[src/rtl/ika2151_pkg.sv]
// Shared constants and state encoding for the IKA2151 slot-cycle timing blocks.
`default_nettype none

package ika2151_pkg;

  localparam int CYC_W = 5;

  localparam logic [CYC_W-1:0] CYC_LAST = 5'd31;
  localparam logic [CYC_W-1:0] CYC_00   = 5'd0;
  localparam logic [CYC_W-1:0] CYC_16   = 5'd16;
  localparam logic [CYC_W-1:0] CYC_30   = 5'd30;

  typedef enum logic [0:0] {
    ST_INIT = 1'b0,
    ST_RUN  = 1'b1
  } state_t;

endpackage

`default_nettype wire

[src/rtl/ika2151_cycdec.sv]
// Combinational slot-cycle decoder: next count in, the three cycle strobes out.
`default_nettype none

module ika2151_cycdec
  import ika2151_pkg::*;
(
  input  logic [CYC_W-1:0] cyc_next,
  output logic             cycle_30,
  output logic             cycle_00_16,
  output logic             cycle_00_to_15_n
);

  assign cycle_30         = (cyc_next == CYC_30);
  assign cycle_00_16      = (cyc_next == CYC_00) || (cyc_next == CYC_16);
  // Upper half of the frame is exactly the slots with the MSB set.
  assign cycle_00_to_15_n = cyc_next[CYC_W-1];

endmodule

`default_nettype wire

[src/rtl/ika2151_cyclegen.sv]
// 32-slot cycle counter with registered cycle strobes, sample strobe and startup hold.
`default_nettype none

module ika2151_cyclegen
  import ika2151_pkg::*;
#(
  parameter int STARTUP_HOLD = 1
) (
  input  logic             i_EMUCLK,
  input  logic             i_MRST_n,
  input  logic             i_phi1_NCEN_n,
  input  logic             i_CYCLE_SYNC,
  output logic [CYC_W-1:0] o_CYCLE_CNT,
  output logic             o_CYCLE_30,
  output logic             o_CYCLE_00_16,
  output logic             o_CYCLE_00_TO_15_n,
  output logic             o_SAMPLE_STB,
  output logic             o_READY
);

  localparam state_t ST_RESET = (STARTUP_HOLD != 0) ? ST_INIT : ST_RUN;

  state_t           state;
  state_t           state_nxt;
  logic [CYC_W-1:0] cyc;
  logic [CYC_W-1:0] cyc_nxt;
  logic             advance;
  logic             boundary;
  logic             dec_30;
  logic             dec_00_16;
  logic             dec_00_to_15_n;

  assign advance  = ~i_phi1_NCEN_n;
  // A sync landing on slot 31 is still a single boundary.
  assign boundary = advance & (i_CYCLE_SYNC | (cyc == CYC_LAST));
  assign cyc_nxt  = i_CYCLE_SYNC ? CYC_00 : cyc + 5'd1;

  ika2151_cycdec u_cycdec (
    .cyc_next         (cyc_nxt),
    .cycle_30         (dec_30),
    .cycle_00_16      (dec_00_16),
    .cycle_00_to_15_n (dec_00_to_15_n)
  );

  always_ff @(posedge i_EMUCLK or negedge i_MRST_n) begin
    if (!i_MRST_n) state <= ST_RESET;
    else           state <= state_nxt;
  end

  always_comb begin
    state_nxt = state;
    case (state)
      ST_INIT: if (boundary) state_nxt = ST_RUN;
      ST_RUN:  state_nxt = ST_RUN;
      default: state_nxt = ST_RESET;
    endcase
  end

  always_ff @(posedge i_EMUCLK or negedge i_MRST_n) begin
    if (!i_MRST_n) begin
      cyc                <= CYC_00;
      o_CYCLE_30         <= 1'b0;
      o_CYCLE_00_16      <= (STARTUP_HOLD == 0);
      o_CYCLE_00_TO_15_n <= (STARTUP_HOLD != 0);
      o_SAMPLE_STB       <= 1'b0;
      o_READY            <= 1'b0;
    end else begin
      o_SAMPLE_STB <= boundary && (state_nxt == ST_RUN);
      if (advance) begin
        cyc     <= cyc_nxt;
        o_READY <= (state_nxt == ST_RUN);
        if (state_nxt == ST_RUN) begin
          o_CYCLE_30         <= dec_30;
          o_CYCLE_00_16      <= dec_00_16;
          o_CYCLE_00_TO_15_n <= dec_00_to_15_n;
        end else begin
          o_CYCLE_30         <= 1'b0;
          o_CYCLE_00_16      <= 1'b0;
          o_CYCLE_00_TO_15_n <= 1'b1;
        end
      end
    end
  end

  assign o_CYCLE_CNT = cyc;

endmodule

`default_nettype wire

[config.mk]
export PLATFORM = sky130hd
export DESIGN_NAME = ika2151_cyclegen
export DESIGN_NICKNAME = d
export VERILOG_FILES = /design/src/rtl/ika2151_pkg.sv /design/src/rtl/ika2151_cycdec.sv /design/src/rtl/ika2151_cyclegen.sv
export SDC_FILE = /design/constraint.sdc
export NUM_CORES = 1
export LEC_CHECK = 0
export CELL_PAD_IN_SITES_DETAIL_PLACEMENT = 1
export CELL_PAD_IN_SITES_GLOBAL_PLACEMENT = 2
export CORE_ASPECT_RATIO = 0.9
export CORE_UTILIZATION = 29
export DETAILED_ROUTE_END_ITERATION = 8
export GPL_TIMING_DRIVEN = 0
export PLACE_DENSITY_LB_ADDON = 0.05
export SLEW_MARGIN = 40
export SYNTH_ARGS = -nofsm -noshare
export SYNTH_HDL_FRONTEND = slang
export SYNTH_SLANG_ARGS = --single-unit
[constraint.sdc]
create_clock -name i_EMUCLK -period 3 [get_ports i_EMUCLK]
set_input_delay 0.6 -clock i_EMUCLK [delete_from_list [all_inputs] [get_ports i_EMUCLK]]
set_output_delay 0.6 -clock i_EMUCLK [all_outputs]
set_load 0.02 [all_outputs]
==> results of run 1 <==
-- routing by layer --
layer,up-vias,share of wire,track usage
met1,206,0.51,0.2143
met5,-,0,0
met3,0,0.045,0.06466
li1,204,-,-
met2,11,0.44,0.2028
met4,0,0,0.03529
-- synth_stat cells (all sizes together) --
library cell,n
nand3b,1
nor3b,1
nand3,1
mux2,1
a22o,1
and4b,1
a32o,1
nor2,6
and3,1
o21bai,1
a21oi,1
o41ai,1
dfrtp,10
buf,1
dfstp,1
xnor2,1
or2,1
o21ai,5
nor3,1
ha,2
nand2,5
nand2b,2
xor2,1
inv,1
-- state kept, by name, summed over array words and instances (netlist names) --
name and count:
state 1, o_SAMPLE_STB 1, o_CYCLE_30 1, o_CYCLE_CNT 5, o_READY 1, o_CYCLE_00_16 1
o_CYCLE_00_TO_15_n 1
-- worst max path at each step --
stage                             from            endpoint
floorplan               o_CYCLE_CNT[0]          o_CYCLE_30
detailed placement        i_CYCLE_SYNC          o_CYCLE_30
global route        o_CYCLE_00_TO_15_n  o_CYCLE_00_TO_15_n
global placement          i_CYCLE_SYNC       o_CYCLE_00_16
finish              o_CYCLE_00_TO_15_n  o_CYCLE_00_TO_15_n
CTS                 o_CYCLE_00_TO_15_n  o_CYCLE_00_TO_15_n
-- power breakdown --
| group | internal, mW | leakage [nW] | total, mW | switching (mW) |
|---|---|---|---|---|
| Clock | 0.0514 | 0.0150 | 0.0989 | 0.0475 |
| Sequential | 0.155 | 0.133 | 0.163 | 0.00827 |
| Combinational | 0.0251 | 0.162 | 0.0537 | 0.0286 |
| Total | 0.232 | 0.310 | 0.316 | 0.0843 |
-- area by class of cell --
class                      count  area (um2)  area share
buffer                         1       5.005    0.007105
multi-input combinational     35       232.7      0.3304
timing repair buffer          13       130.1      0.1847
inverter                       1       3.754    0.005329
clock buffer                   4       26.28     0.03730
tap                           24       30.03     0.04263
sequential                    11       276.5      0.3925
-- cell families (layout without fill, tap and decap cells) --
group	after synthesis	after routing	share of synthesized area
simple gates	20	20	0.2174
flops	11	11	0.5338
compound gates	10	10	0.1280
fa+ha+maj	2	2	0.04830
xor+xnor	2	2	0.03382
buf+inv	2	19	0.01689
mux	1	1	0.02174
-- per-stage QoR --
step | worst slack [ps] | hold slack, ps | utilization
global placement | 1075 | 463.5 | 0.4033
detailed placement | 1091 | 465.5 | 0.4033
global route | 977.4 | 503.8 | 0.4189
CTS | 1000 | 475.8 | 0.4189
floorplan | 1234 | 304.4 | -
finish | 1014 | 467.7 | 0.4189
==> results.md, run 1 <==
- Synthesis produced a netlist with a net count of 54.
- In this run the horizontal extent of the chip is around 47 um.
- The required time of the critical path is 2400 ps.
- In this run the cell area measured after placement is 678.2 um2.
- The die is around 42 um tall.
- The cell total after placement is 85.
- The total power after layout is about 320 uW.
- The share of the Yosys chip area taken by registers is 0.5338.
- The count of state elements after synthesis is 11.
- The ratio of final minimum period to clock period is 0.6620.
- Yosys printed 0 warnings.
- The post-layout instance count excluding filler cells is slightly below 90.
- In this run, post-CTS hold repair placed 0 buffers.
- The worst register-to-register path begins at o_CYCLE_CNT[0].
- Counting both buffers and inverters, the worst setup path holds a total of 1.
- By area the synthesized netlist is led by sky130_fd_sc_hd__dfrtp_1 (48%), sky130_fd_sc_hd__dfstp_2 (5.1%), sky130_fd_sc_hd__ha_1 (4.8%).
- The largest individual stage delay along the critical path comes from the cell sky130_fd_sc_hd__clkdlybuf4s50_1.
- The number of buffers between clock root and the deepest sink is 2.
- The tree is rooted in a sky130_fd_sc_hd__clkbuf_4.
- The worst hold path endpoint is o_CYCLE_00_TO_15_n.
- The register-to-register setup slack is 1150 ps.
- In this run the number of cells on the critical path is 1.
- At the pin with the least slew margin, the transition time is 492.8 ps.
- The cell taking the most area after synthesis is sky130_fd_sc_hd__dfrtp_1.
- The total number of nets in the final design is approximately 70.
- The number of endpoints failing setup at the final stage is 0.
- The detailed placement HPWL is about 850 um.
- The via count of the first global-routing pass is roughly 450.
- The worst slew slack as a fraction of its limit is 0.6704.
- The total non-filler cell area in the finished layout is 704.4 um2.
- After synthesis, the netlist uses 24 different library cells.
- The cell depth of the worst min-delay path is 2.
- The max-slew violation count is 0.
- In this run the worst path has a maximum fanout of 2.
- The sink count of the clock tree is 11.
- The clock tree from TritonCTS is yes.
- The flow ran to the end, and the final reports show no timing, DRC or antenna violations.
- The worst hold path begins at o_CYCLE_00_TO_15_n.
- The area growth from synthesis to layout is 35.99%.
- The overall fraction of global-route tracks in use is 0.1488.
- The count of vias placed by the detailed router is around 420.
- The layout has slightly above 200 filler cells.
- TritonCTS created 3 clock buffers.
- The endpoint type of the worst setup path is a primary output.
- The overall die area is 1960 um2.
- The leading cell type in the layout, fill and taps excluded is sky130_fd_sc_hd__clkdlybuf4s50_1.
- At the end of routability-driven placement, the weighted congestion stood at around 0.7.
- Setup repair after global routing left no endpoint under its margin.
- The buffers inserted during post-CTS setup optimization is 0.
- The cell count after synthesis came out at 48.
- The endpoint identified for the worst register-to-register timing path is o_CYCLE_30.
- In the final routed layout, each cell accounts on average for about 13 um.
- The first-iteration detailed-routing DRC count is 4.
- Summed over all layers, the global routing overflow is 0.
- In this run the power density over the cells is 448.7 nW/um2.
- The standby leakage power is around 0.31 nW.
- For this run, design rule violations remaining after detail routing come to 0.
- The clock transition at the registers of the reported paths is 70 ps.
- Walking the worst path, the cells encountered are clkdlybuf4s50_1.
- The wire length of the first global-routing pass is roughly 2.0 mm.
- The kind of cell with the highest combined delay along the critical path is buffers and inverters.
- Clock latency on the worst-skew pair, taken at its later pin, is 260 ps.
- The maximum VDD drop is between 0.15 and 0.2 mV.
- The clock tree skew after final layout is 1.264 ps.
- The number of antenna diodes is 0.
- The netlist area before placement is 518.0 um2.
- The max capacitance violation total is 0.
- In this design, the stage delay of the slowest critical-path cell is between 500 and 600 ps.
- The pin count of the biggest net entering global routing is 12.
- For this run, the detailed router's first-pass iteration total came to 6.
- The core region area is about 1700 um2.
- The share of Yosys cell area claimed by the top area cell type is 0.4831.
- Port buffering added 13 buffers.
- The time the final worst path needs with I/O delays and setup is a little under 2000 ps.
- In the routed layout, each cell is associated on average with a via count of 4.730.
- The kind of start point of the critical path is a flip-flop.
- The setup TNS is 0 ps.
- The worst path arrival time is between 1000 and 1500 ps.
- The quantity of gates resized following cts is 0.
- After floorplanning, the core was divided into 14 placement rows.
- The top-level I/O count is 14.
- Of the cells placed in the final design, the portion with a size suffix greater than 1 is 0.1538.
- The number of antenna-violating nets in the routed design is 0.
- The average cell area after synthesis is between 10 and 15 um2.
- Leaving out fill and tap cells, the most frequent cells in the layout are sky130_fd_sc_hd__clkdlybuf4s50_1 (13), sky130_fd_sc_hd__dfrtp_1 (10), sky130_fd_sc_hd__nor2_1 (6).
- The initial antenna violation count is 0.
- The critical path is of the reg -> out type.
- The worst hold path belongs to the class reg -> reg.
- The overall routed net length is about 1.1 mm.
- The path depth of the worst reg2reg path is 6.
- CTS built an H-tree with a depth of 1.
- The final hold violation count came to 0.
- The starting utilization of the core area is 0.3080.
- Static timing analysis puts the maximum clock frequency at between 500 and 600 MHz.
Note: power is estimated with default switching activity, not from simulation.
==> run 2, diff against run 1 <==
- CORE_UTILIZATION: 29 -> 27
- clock period: 3 -> 1.95 ns (I/O delays scaled with it)
==> run 2 against run 1 <==
  * Sequential share of layout area decreased by 0.35 points
  * Via count decreased by 0.71%
  * Hold slack got worse by 7.5 ps
  * Critical path depth increased by 5
  * Core utilization decreased by 0.91 points
  * Clock skew increased by 4.6 ps
  * Global-route usage increased by 0.28 points
  * Combinational power increased by 53%
  * Sequential power increased by 55%
  * Critical endpoint is now o_CYCLE_30
  * Largest power group unchanged
  * Highest routed layer is now met4
==> results.md, run 2 (synthesis results as in run 1) <==
- Result of the run: complete, no violations (unchanged).
- The number of antenna diodes is 0 (unchanged).
- The setup TNS is 0 ps (unchanged).
- The core region area is 1734 um2 (was 1682 um2).
- The worst slew slack as a fraction of its limit came to 0.6504 (was 0.6704).
- The clock root buffer master was sky130_fd_sc_hd__clkbuf_4 (unchanged).
- The worst slack after detailed placement is 126.4 ps (was 1091 ps).
- Derived from the worst setup path, the maximum achievable clock frequency is 554.9 MHz.
- The overall fraction of global-route tracks in use is 0.1516 (was 0.1488).
- The required time of the critical path is 2110 ps (was 2400 ps).
- The number of buffers created by CTS is 3 (unchanged).
- The max-slew violation count was 0 (unchanged).
- The overall routed net length was 1.212 mm (was 1.124 mm).
- The detailed placement HPWL was 892.3 um (was 851.2 um).
- The final hold violation count is 0 (unchanged).
- The buffers inserted during post-CTS setup optimization came to 0 (unchanged).
- The total number of nets in the final design came to 72 (unchanged).
- The type of the most critical hold path is in -> async (was reg -> reg).
- The quantity of gates resized following cts is 0 (unchanged).
- The count of vias placed by the detailed router is 418 (was 421).
- The average wire per cell in the routed design is 13.62 um (was 12.63 um).
- The detailed-route vias per instance is 4.697 (was 4.730).
- The number of port buffers is 13 (unchanged).
- The top-level I/O count is 14 (unchanged).
- Highest-count cells in the layout ignoring fill and taps: sky130_fd_sc_hd__clkdlybuf4s50_1 (13), sky130_fd_sc_hd__dfrtp_1 (10), sky130_fd_sc_hd__nor2_1 (6) (unchanged).
- The total power after layout is 491.6 uW (was 316.1 uW).
- The final critical-path setup slack came to 148.0 ps (was 1014 ps).
- The number of flip-flops under the largest register name is 5 (unchanged).
- The number of hold-repair buffers added at the cts stage is 0 (unchanged).
- The pin count of the biggest net entering global routing came to 12 (unchanged).
- The number of antenna-violating nets in the routed design is 0 (unchanged).
- The fraction of layout cells with a size suffix above 1 is 0.1538 (unchanged).
- The number of standard-cell rows in the floorplan is 14 (unchanged).
- The final global-route overflow total is 0 (unchanged).
- The die extent in x is 48.17 um (was 46.55 um).
- In the finished design, the share of the clock period the worst path needs comes to 0.9241.
- The register-to-register setup slack was 150 ps (was 1150 ps).
- The starting utilization of the core area is 0.2987 (was 0.3080).
- The max capacitance violation total is 0 (unchanged).
- The class of the most critical setup path was reg -> reg (was reg -> out).
- The number of buffers between clock root and the deepest sink is 2 (unchanged).
- The standby leakage power is 0.3072 nW (was 0.3100 nW).
- The detailed-router iteration count before antenna repair is 4 (was 6).
- The remaining routing DRC violations came to 0 (unchanged).
- The cell total after placement is 85 (unchanged).
- The post-layout instance count excluding filler cells is 89 (unchanged).
- The first-iteration detailed-routing DRC count is 2 (was 4).
- The maximum fanout along the worst path was 6 (was 2).
- The sink count of the clock tree is 11 (unchanged).
- Setup repair after global routing missed its margin: no (unchanged).
- The initial antenna violation count is 0 (unchanged).
- The count of H-tree levels built during CTS is 1 (unchanged).
- The capturing point of the worst reg2reg path is o_CYCLE_30 (unchanged).
- The leading cell type in the layout, fill and taps excluded is sky130_fd_sc_hd__clkdlybuf4s50_1 (unchanged).
- For the finished layout, the period the worst path requires is roughly 1800 ps.
- The path depth of the worst reg2reg path was 6 (unchanged).
- The kind of start point of the critical path is a flip-flop (unchanged).
- The via count of the first global-routing pass is 424 (was 447).
- The number of endpoints failing setup at the final stage is 0 (unchanged).
- The clock tree from TritonCTS is yes (unchanged).
- The clock transition at the registers of the reported paths is 70 ps (about the same).
- The routability congestion estimate came to 0.7131 (was 0.7050).
- The endpoint type of the worst setup path is a flip-flop (was primary output).
- The wire length of the first global-routing pass was 2.159 mm (was 2.028 mm).
- The maximum VDD drop is 0.3530 mV (was 0.1887 mV).
- The layout-stage area growth over the synthesis result is 37.20% (was 35.99%).
- The total power density per cell area is 691.7 nW/um2 (was 448.7 nW/um2).
- The overall die area came to 2098 um2 (was 1960 um2).
- The worst path arrival time is 1960 ps (was 1390 ps).
- The clock latency on the worst-skew pair came to 270 ps (was 260 ps).
- The y dimension of the die is 43.56 um (was 42.10 um).
- The fill cell total of the finished layout is 187 (was 204).
- The transition time of the tightest slew-check pin is 522.7 ps (was 492.8 ps).
- The clock tree skew after final layout is 5.858 ps (was 1.264 ps).
- The smallest hold slack is 460.2 ps (was 467.7 ps).
- The launching point of the worst reg2reg path was o_CYCLE_CNT[0] (unchanged).
[run 2: critical path: stages (launching register included)]
cell and delay, ps:
sky130_fd_sc_hd__dfrtp_1 450, sky130_fd_sc_hd__ha_1 280, sky130_fd_sc_hd__and3_2 190, sky130_fd_sc_hd__ha_1 230, sky130_fd_sc_hd__nor3_4 210, sky130_fd_sc_hd__nor3b_1 70, sky130_fd_sc_hd__a32o_2 260
[run 2: through the flow]
stage / instance area, um2 / util
6_report: 710.7 / 0.4098
5_1_grt: 710.7 / 0.4098
4_1_cts: 704.4 / 0.4062
3_5_place_dp: 678.2 / 0.3911
3_3_place_gp: 678.2 / 0.3911
2_1_floorplan: 518.0 / -
[run 2: report_power, final]
group / switching (mW) / internal [mW] / leakage (nW) / total, mW
sequential: 0.0132 / 0.239 / 0.133 / 0.252
clock: 0.0784 / 0.0792 / 0.0150 / 0.158
combinational: 0.0437 / 0.0384 / 0.159 / 0.0821
[run 2: cell type report]
| cell class | instances | area [um2] | area share |
|---|---|---|---|
| Sequential cell | 11 | 276.5 | 0.3891 |
| Timing Repair Buffer | 13 | 130.1 | 0.1831 |
| Buffer | 1 | 5.005 | 0.007042 |
| Multi-Input combinational cell | 35 | 239.0 | 0.3363 |
| Tap cell | 24 | 30.03 | 0.04225 |
| Clock buffer | 4 | 26.28 | 0.03697 |
| Inverter | 1 | 3.754 | 0.005282 |
[run 2: worst max-delay path by stage]
| stage | from | to | slack, ps |
|---|---|---|---|
| after floorplan | o_CYCLE_CNT[0] | o_CYCLE_30 | 180 |
| after global placement | o_CYCLE_CNT[0] | o_CYCLE_30 | 110 |
| after detailed placement | o_CYCLE_CNT[0] | o_CYCLE_30 | 130 |
| after CTS | o_CYCLE_CNT[0] | o_CYCLE_30 | 110 |
| after global routing | o_CYCLE_CNT[0] | o_CYCLE_30 | 5 |
| final | o_CYCLE_CNT[0] | o_CYCLE_30 | 150 |
[run 2: metal layers]
metal,vias up,GRT usage,wire [um]
met1,204,0.2188,588
li1,202,-,-
met3,2,0.06250,58
met2,10,0.2107,558
met4,0,0.03333,7
met5,-,0,0
==> run 3, diff against run 2 <==
- CAP_MARGIN: unset -> 30
==> results of run 3 <==
The final DEF is identical to that of run 2; final timing and power are the same.
